$ cat src/rtl/uart_tx_cfg.sv
// UART transmitter with configurable width, oversampling, parity and stop bits.
// Frames are accepted over a valid/ready handshake and timed from a shared baud_tick.
module uart_tx_cfg #(
  parameter int DATA_BITS  = 8,
  parameter int OVERSAMPLE = 16
) (
  input  logic                 clk,
  input  logic                 reset_n,
  input  logic                 baud_tick,
  input  logic                 tx_valid,
  output logic                 tx_ready,
  input  logic [DATA_BITS-1:0] tx_data,
  input  logic [1:0]           parity_mode,
  input  logic                 two_stop,
  output logic                 tx_busy,
  output logic                 tx_done_tick,
  output logic                 tx
);

  localparam int TW = $clog2(OVERSAMPLE);
  localparam int BW = $clog2(DATA_BITS + 1);
  localparam logic [TW-1:0] LAST_TICK = TW'(OVERSAMPLE - 1);
  localparam logic [BW-1:0] LAST_BIT  = BW'(DATA_BITS - 1);

  typedef enum logic [2:0] {IDLE, START, DATA, PARITY, STOP} state_t;

  state_t               state_reg, state_next;
  logic [TW-1:0]        tick_reg, tick_next;
  logic [BW-1:0]        bit_reg, bit_next;
  logic [DATA_BITS-1:0] shift_reg, shift_next;
  logic [DATA_BITS-1:0] word_reg, word_next;
  logic [1:0]           mode_reg, mode_next;
  logic                 stop2_reg, stop2_next;
  logic                 tx_reg, tx_next;
  logic                 done_reg, done_next;
  logic                 bit_end;
  logic                 parity_on;
  logic                 parity_bit;

  always_ff @(posedge clk or negedge reset_n) begin
    if (!reset_n) begin
      state_reg <= IDLE;
      tick_reg  <= '0;
      bit_reg   <= '0;
      shift_reg <= '0;
      word_reg  <= '0;
      mode_reg  <= 2'b00;
      stop2_reg <= 1'b0;
      tx_reg    <= 1'b1;
      done_reg  <= 1'b0;
    end else begin
      state_reg <= state_next;
      tick_reg  <= tick_next;
      bit_reg   <= bit_next;
      shift_reg <= shift_next;
      word_reg  <= word_next;
      mode_reg  <= mode_next;
      stop2_reg <= stop2_next;
      tx_reg    <= tx_next;
      done_reg  <= done_next;
    end
  end

  // Parity is taken from the latched word so the shifting register cannot disturb it.
  assign parity_on  = (mode_reg == 2'b01) || (mode_reg == 2'b10);
  assign parity_bit = (mode_reg == 2'b10) ? ~^word_reg : ^word_reg;
  assign bit_end    = (state_reg != IDLE) && baud_tick && (tick_reg == LAST_TICK);

  always_comb begin
    state_next = state_reg;
    tick_next  = tick_reg;
    bit_next   = bit_reg;
    shift_next = shift_reg;
    word_next  = word_reg;
    mode_next  = mode_reg;
    stop2_next = stop2_reg;
    done_next  = 1'b0;

    if (state_reg != IDLE && baud_tick)
      tick_next = bit_end ? '0 : tick_reg + 1'b1;

    case (state_reg)
      IDLE: begin
        if (tx_valid) begin
          word_next  = tx_data;
          shift_next = tx_data;
          mode_next  = parity_mode;
          stop2_next = two_stop;
          tick_next  = '0;
          bit_next   = '0;
          state_next = START;
        end
      end
      START: if (bit_end) state_next = DATA;
      DATA: begin
        if (bit_end) begin
          shift_next = shift_reg >> 1;
          if (bit_reg == LAST_BIT) begin
            bit_next   = '0;
            state_next = parity_on ? PARITY : STOP;
          end else begin
            bit_next = bit_reg + 1'b1;
          end
        end
      end
      PARITY: if (bit_end) state_next = STOP;
      STOP: begin
        if (bit_end) begin
          if (stop2_reg && bit_reg == '0) begin
            bit_next = BW'(1);
          end else begin
            bit_next   = '0;
            state_next = IDLE;
            done_next  = 1'b1;
          end
        end
      end
      default: state_next = IDLE;
    endcase
  end

  // tx follows the state being entered so the line is registered without lagging a cycle.
  always_comb begin
    tx_next = 1'b1;
    case (state_next)
      START:   tx_next = 1'b0;
      DATA:    tx_next = shift_next[0];
      PARITY:  tx_next = parity_bit;
      default: tx_next = 1'b1;
    endcase
  end

  assign tx_ready     = (state_reg == IDLE);
  assign tx_busy      = ~tx_ready;
  assign tx_done_tick = done_reg;
  assign tx           = tx_reg;

endmodule

$ cat config.mk
export PLATFORM = sky130hd
export DESIGN_NAME = uart_tx_cfg
export DESIGN_NICKNAME = d
export VERILOG_FILES = /design/src/rtl/uart_tx_cfg.sv
export SDC_FILE = /design/constraint.sdc
export NUM_CORES = 1
export LEC_CHECK = 0
export BUFFER_PORTS_ARGS = -buffer_cell sky130_fd_sc_hd__buf_4
export CAP_MARGIN = 10
export CELL_PAD_IN_SITES_DETAIL_PLACEMENT = 2
export CELL_PAD_IN_SITES_GLOBAL_PLACEMENT = 2
export CORE_UTILIZATION = 40
export DETAILED_ROUTE_END_ITERATION = 6
export GPL_TIMING_DRIVEN = 0
export PLACE_DENSITY = 0.89
export SYNTH_ARGS = -nofsm -noshare
export SYNTH_HDL_FRONTEND = slang
export SYNTH_SLANG_ARGS = --single-unit
$ cat constraint.sdc
create_clock -name clk -period 2.8 [get_ports clk]
set_input_delay 0.7 -clock clk [delete_from_list [all_inputs] [get_ports clk]]
set_output_delay 0.7 -clock clk [all_outputs]
set_load 0.03 [all_outputs]
* After elaboration in Yosys (flattened, before gate mapping) *
Cells that the tools add are included.

cells by class
  reduce and logical (&&, ||, !) cells = 14
  bitwise operators = 1
  add/subtract/negate cells = 2
  eq/ne operators = 14
  multiplexer cells = 27

operators by type and width
  operator             number
  $mux 4               8
  $mux 3               8
  $mux 8               2
  $pmux 8 s2           1
  $pmux 3 s5           1
  $eq 3x2->1 const B   4
  $pmux 4 s3           1
  $add 4x1->4 const B  2
  $reduce_xnor 8->1    1
  $reduce_xor 8->1     1
  $eq 3x1->1 const B   2
  $ne 2x2->1 const B   3
  $reduce_bool 3->1    2
  $mux 1               5
  $eq 4x3->1 const B   1
  $eq 4x4->1 const B   1
  $logic_not 4->1      1
  $reduce_and 4->1     1
  $eq 3x3->1 const B   1
  $logic_and 1x1->1    3
  $logic_not 3->1      1
  $pmux 1 s3           1
  $reduce_and 3->1     1
  $eq 2x1->1 const B   1
  5 further kinds      5

word-level totals
  logic and storage cells = 68
  register bits after elaboration = 32
  output and inout bits = 4
  input port bits = 15

* Depth between registers and ports, before layout *
  depth after elaboration = 8
  gate-level depth with buffers = 8

* Least setup slack after synthesis *
OpenSTA, ideal clock, no wires.

  path kind = register -> output
  from = register state_reg[2]
  to = output tx_ready
  slack = 0.881 ns
  stages on the path, launching flop included = 4
  required time = 2.100 ns
  path buffers = 1
  arrival time = 1.219 ns
  cell sequence = dfrtp_1 -> buf_6 -> or3_4 -> inv_1

on the way
  cells in the longest elaborated chain, start to end = 1

ends and longest elaborated chain
  element                   RTL line  RTL
  start: declaration        27        state_t state_reg, state_next;
  start signal: assignment  52        state_reg <= state_next;
  $logic_not 3->1           133       assign tx_ready = (state_reg == IDLE);
  end: declaration          11        output logic tx_ready,

No other way between the ends.

* Worst setup path after layout *
Ends and elaborated chain as after synthesis.

==> flow_summary.ini <==
[global_routing]
grtUsageTotal = 0.241
grt_antenna_before_repair = 0
overflow = 0
grt_first_pass_wirelength_um = 7490
grt_pass1_vias = 1479
grt_start_max_net_pins = 33

[timing]
hold_viol_final = 0
tightestPinTransition_ns = 0.568
rsz0062_at_grt = no
period_needed_ns = 2.19
finalSetupViolations = 0
slew_headroom = 0.616
holdWs_ns = 0.335
drv_slew = 0
finalCritPeriodShare = 0.782
fin_setup_tns_ns = 0
clock_skew_ns = 0.0103
fmax_mhz = 457

[pwr]
p_total_mw = 2.03
peakVddDrop_v = 0.000712
p_leak_nw = 0.895
power_density_nw_per_um2 = 1030

[clock_tree]
postCtsResizedCells = 0
path_clk_slew_ns = 0.07
cts_tree = yes
cts_buffers = 5
hold_buffers = 0
post_cts_buffers = 0
htreeDepth = 2
clock_path_buffers = 2
clk_latency_ns = 0.29
cts.sinks = 32
root_buffer = clkbuf_8

[floorplanning]
die_x_um = 66.6
num_rows = 23
io_pins = 19
die_h_um = 66.6
dieArea_sq_um = 4430
core_area_sq_um = 4000
initial_utilization = 0.417

[setup_path]
endpoint_kind = output pin
crit_path_max_fanout = 10
cp-start-kind = register
worstSetupPathType = register to output pin
r2r_cells = 6
worstPathRequired_ns = 2.10
crit_arrival_ns = 1.49

[final_layout]
areaGrowthSynthToFinish_pct = 18.3
design_area_sq_um = 1970
antenna_cells = 0
final_core_util = 0.493
nets = 195
drive_above_1_share = 0.277

[drt]
firstDrtPassIters = 3
drt_wl_total_um = 4640
final_antenna_net_count = 0
wl_per_cell_um = 20.4
dr.first_iter.drc_count = 35
vias = 1289
viasPerCell = 5.68
drt_drc_violations_left = 0

[yosys]
synth_flop_cell = dfrtp_1
ys_types = 48
syn-cell-area_sq_um = 1670
ys_ff_latch = 32
ys_seq_area_frac = 0.481
synth_edf_count = 0
syn_inst = 151
synthArstFlopShare = 1.00
syn_avg_cell_area_sq_um = 11.0
ys.warnings.count = 0
synth_nets = 170

[placement]
globalplace.congestion = 0.757
port_buffers = 18
dp_hpwl_um = 3230
placed_cell_area_sq_um = 1870

[worst_hold_path]
min_path_type = input pin to asynchronous set/reset pin

[outcome]
outcome = completed

[run]
maxCapViolCount = 0
-- path summary, 6_finish.rpt --
check | from | end | slack, ns
worst min register to register | shift_reg[6] | shift_reg[6] | 0.49
worst max-delay path | state_reg[2] | tx_ready | 0.61
max in group asynchronous | reset_n | tx | 2.12
worst min-delay path | reset_n | tx_done_tick | 0.33
min in group clk | shift_reg[6] | shift_reg[6] | 0.49
worst max register to register | tick_reg[0] | bit_reg[2] | 0.71
-- per-layer routing --
metal,vias up,global-route usage,wire (um)
met5,-,0,0
met1,663,0.266,1880
met2,23,0.438,2500
met3,15,0.0342,107
li1,588,-,-
met4,0,0.133,152
-- worst max-delay path: stages, from the launching register on --
cell and delay (ns):
dfrtp_1 0.42, buf_6 0.16, or3_4 0.40, inv_1 0.07, buf_4 0.15
-- cell type report --
| cell class | count | area (sq um) |
|---|---|---|
| fillers | 405 | 2030 |
| multi-input cells | 108 | 797 |
| clock inverters | 2 | 35.0 |
| inverters | 5 | 18.8 |
| well taps | 50 | 62.6 |
| plain buffers | 6 | 50.0 |
| clock buffers | 6 | 72.6 |
| repair buffers | 18 | 135 |
| flip-flops and latches | 32 | 802 |
-- Yosys cell counts (all sizes together) (4+ instances only) --
library cell / n / share of area
a21oi: 6 / 0.020
a22oi: 6 / 0.027
buf: 5 / 0.028
dfrtp: 31 / 0.47
ha: 4 / 0.030
inv: 5 / 0.011
mux2: 11 / 0.074
nand2: 24 / 0.054
nor2: 8 / 0.023
nor3: 5 / 0.022
o21ai: 6 / 0.018
xnor2: 5 / 0.026
-- where the power goes --
part	internal (mW)	switching (mW)	leakage (nW)
combinational	0.399	0.391	0.444
sequential	0.654	0.150	0.396
clock	0.264	0.175	0.0552
total	1.32	0.717	0.895
-- placed cells by master, fill, tap and decap left out, types with 2 or more instances in the layout --
| cell type | n |
|---|---|
| o22ai_1 | 2 |
| a311oi_1 | 2 |
| a22oi_1 | 6 |
| clkbuf_1 | 2 |
| xnor2_1 | 5 |
| o21ai_1 | 2 |
| nand2_1 | 24 |
| nor2_1 | 7 |
| o21ai_0 | 4 |
| nor3_1 | 4 |
| mux2_2 | 10 |
| clkbuf_8 | 5 |
| buf_6 | 3 |
| inv_1 | 5 |
| ha_1 | 4 |
| a21oi_1 | 5 |
| buf_4 | 19 |
| a22o_1 | 2 |
| nand3_1 | 2 |
| dfrtp_1 | 31 |
| xor2_1 | 2 |
| and2_1 | 2 |
-- cell families after synthesis --
logic type,Yosys count,synth area share
buf+inv,11,0.0413
xor+xnor,8,0.0503
fa+ha+maj,4,0.0300
flops,32,0.481
mux,12,0.0803
simple gates,55,0.196
compound gates,29,0.122
-- metrics by stage --
| step | setup slack [ns] | instances |
|---|---|---|
| 2_1_floorplan | 0.881 | 151 |
| 4_1_cts | 0.610 | 227 |
| 3_3_place_gp | 0.708 | 219 |
| 5_1_grt | 0.550 | 227 |
| 6_report | 0.610 | 227 |
| 3_5_place_dp | 0.664 | 219 |
Note: power is estimated with default switching activity, not from simulation.
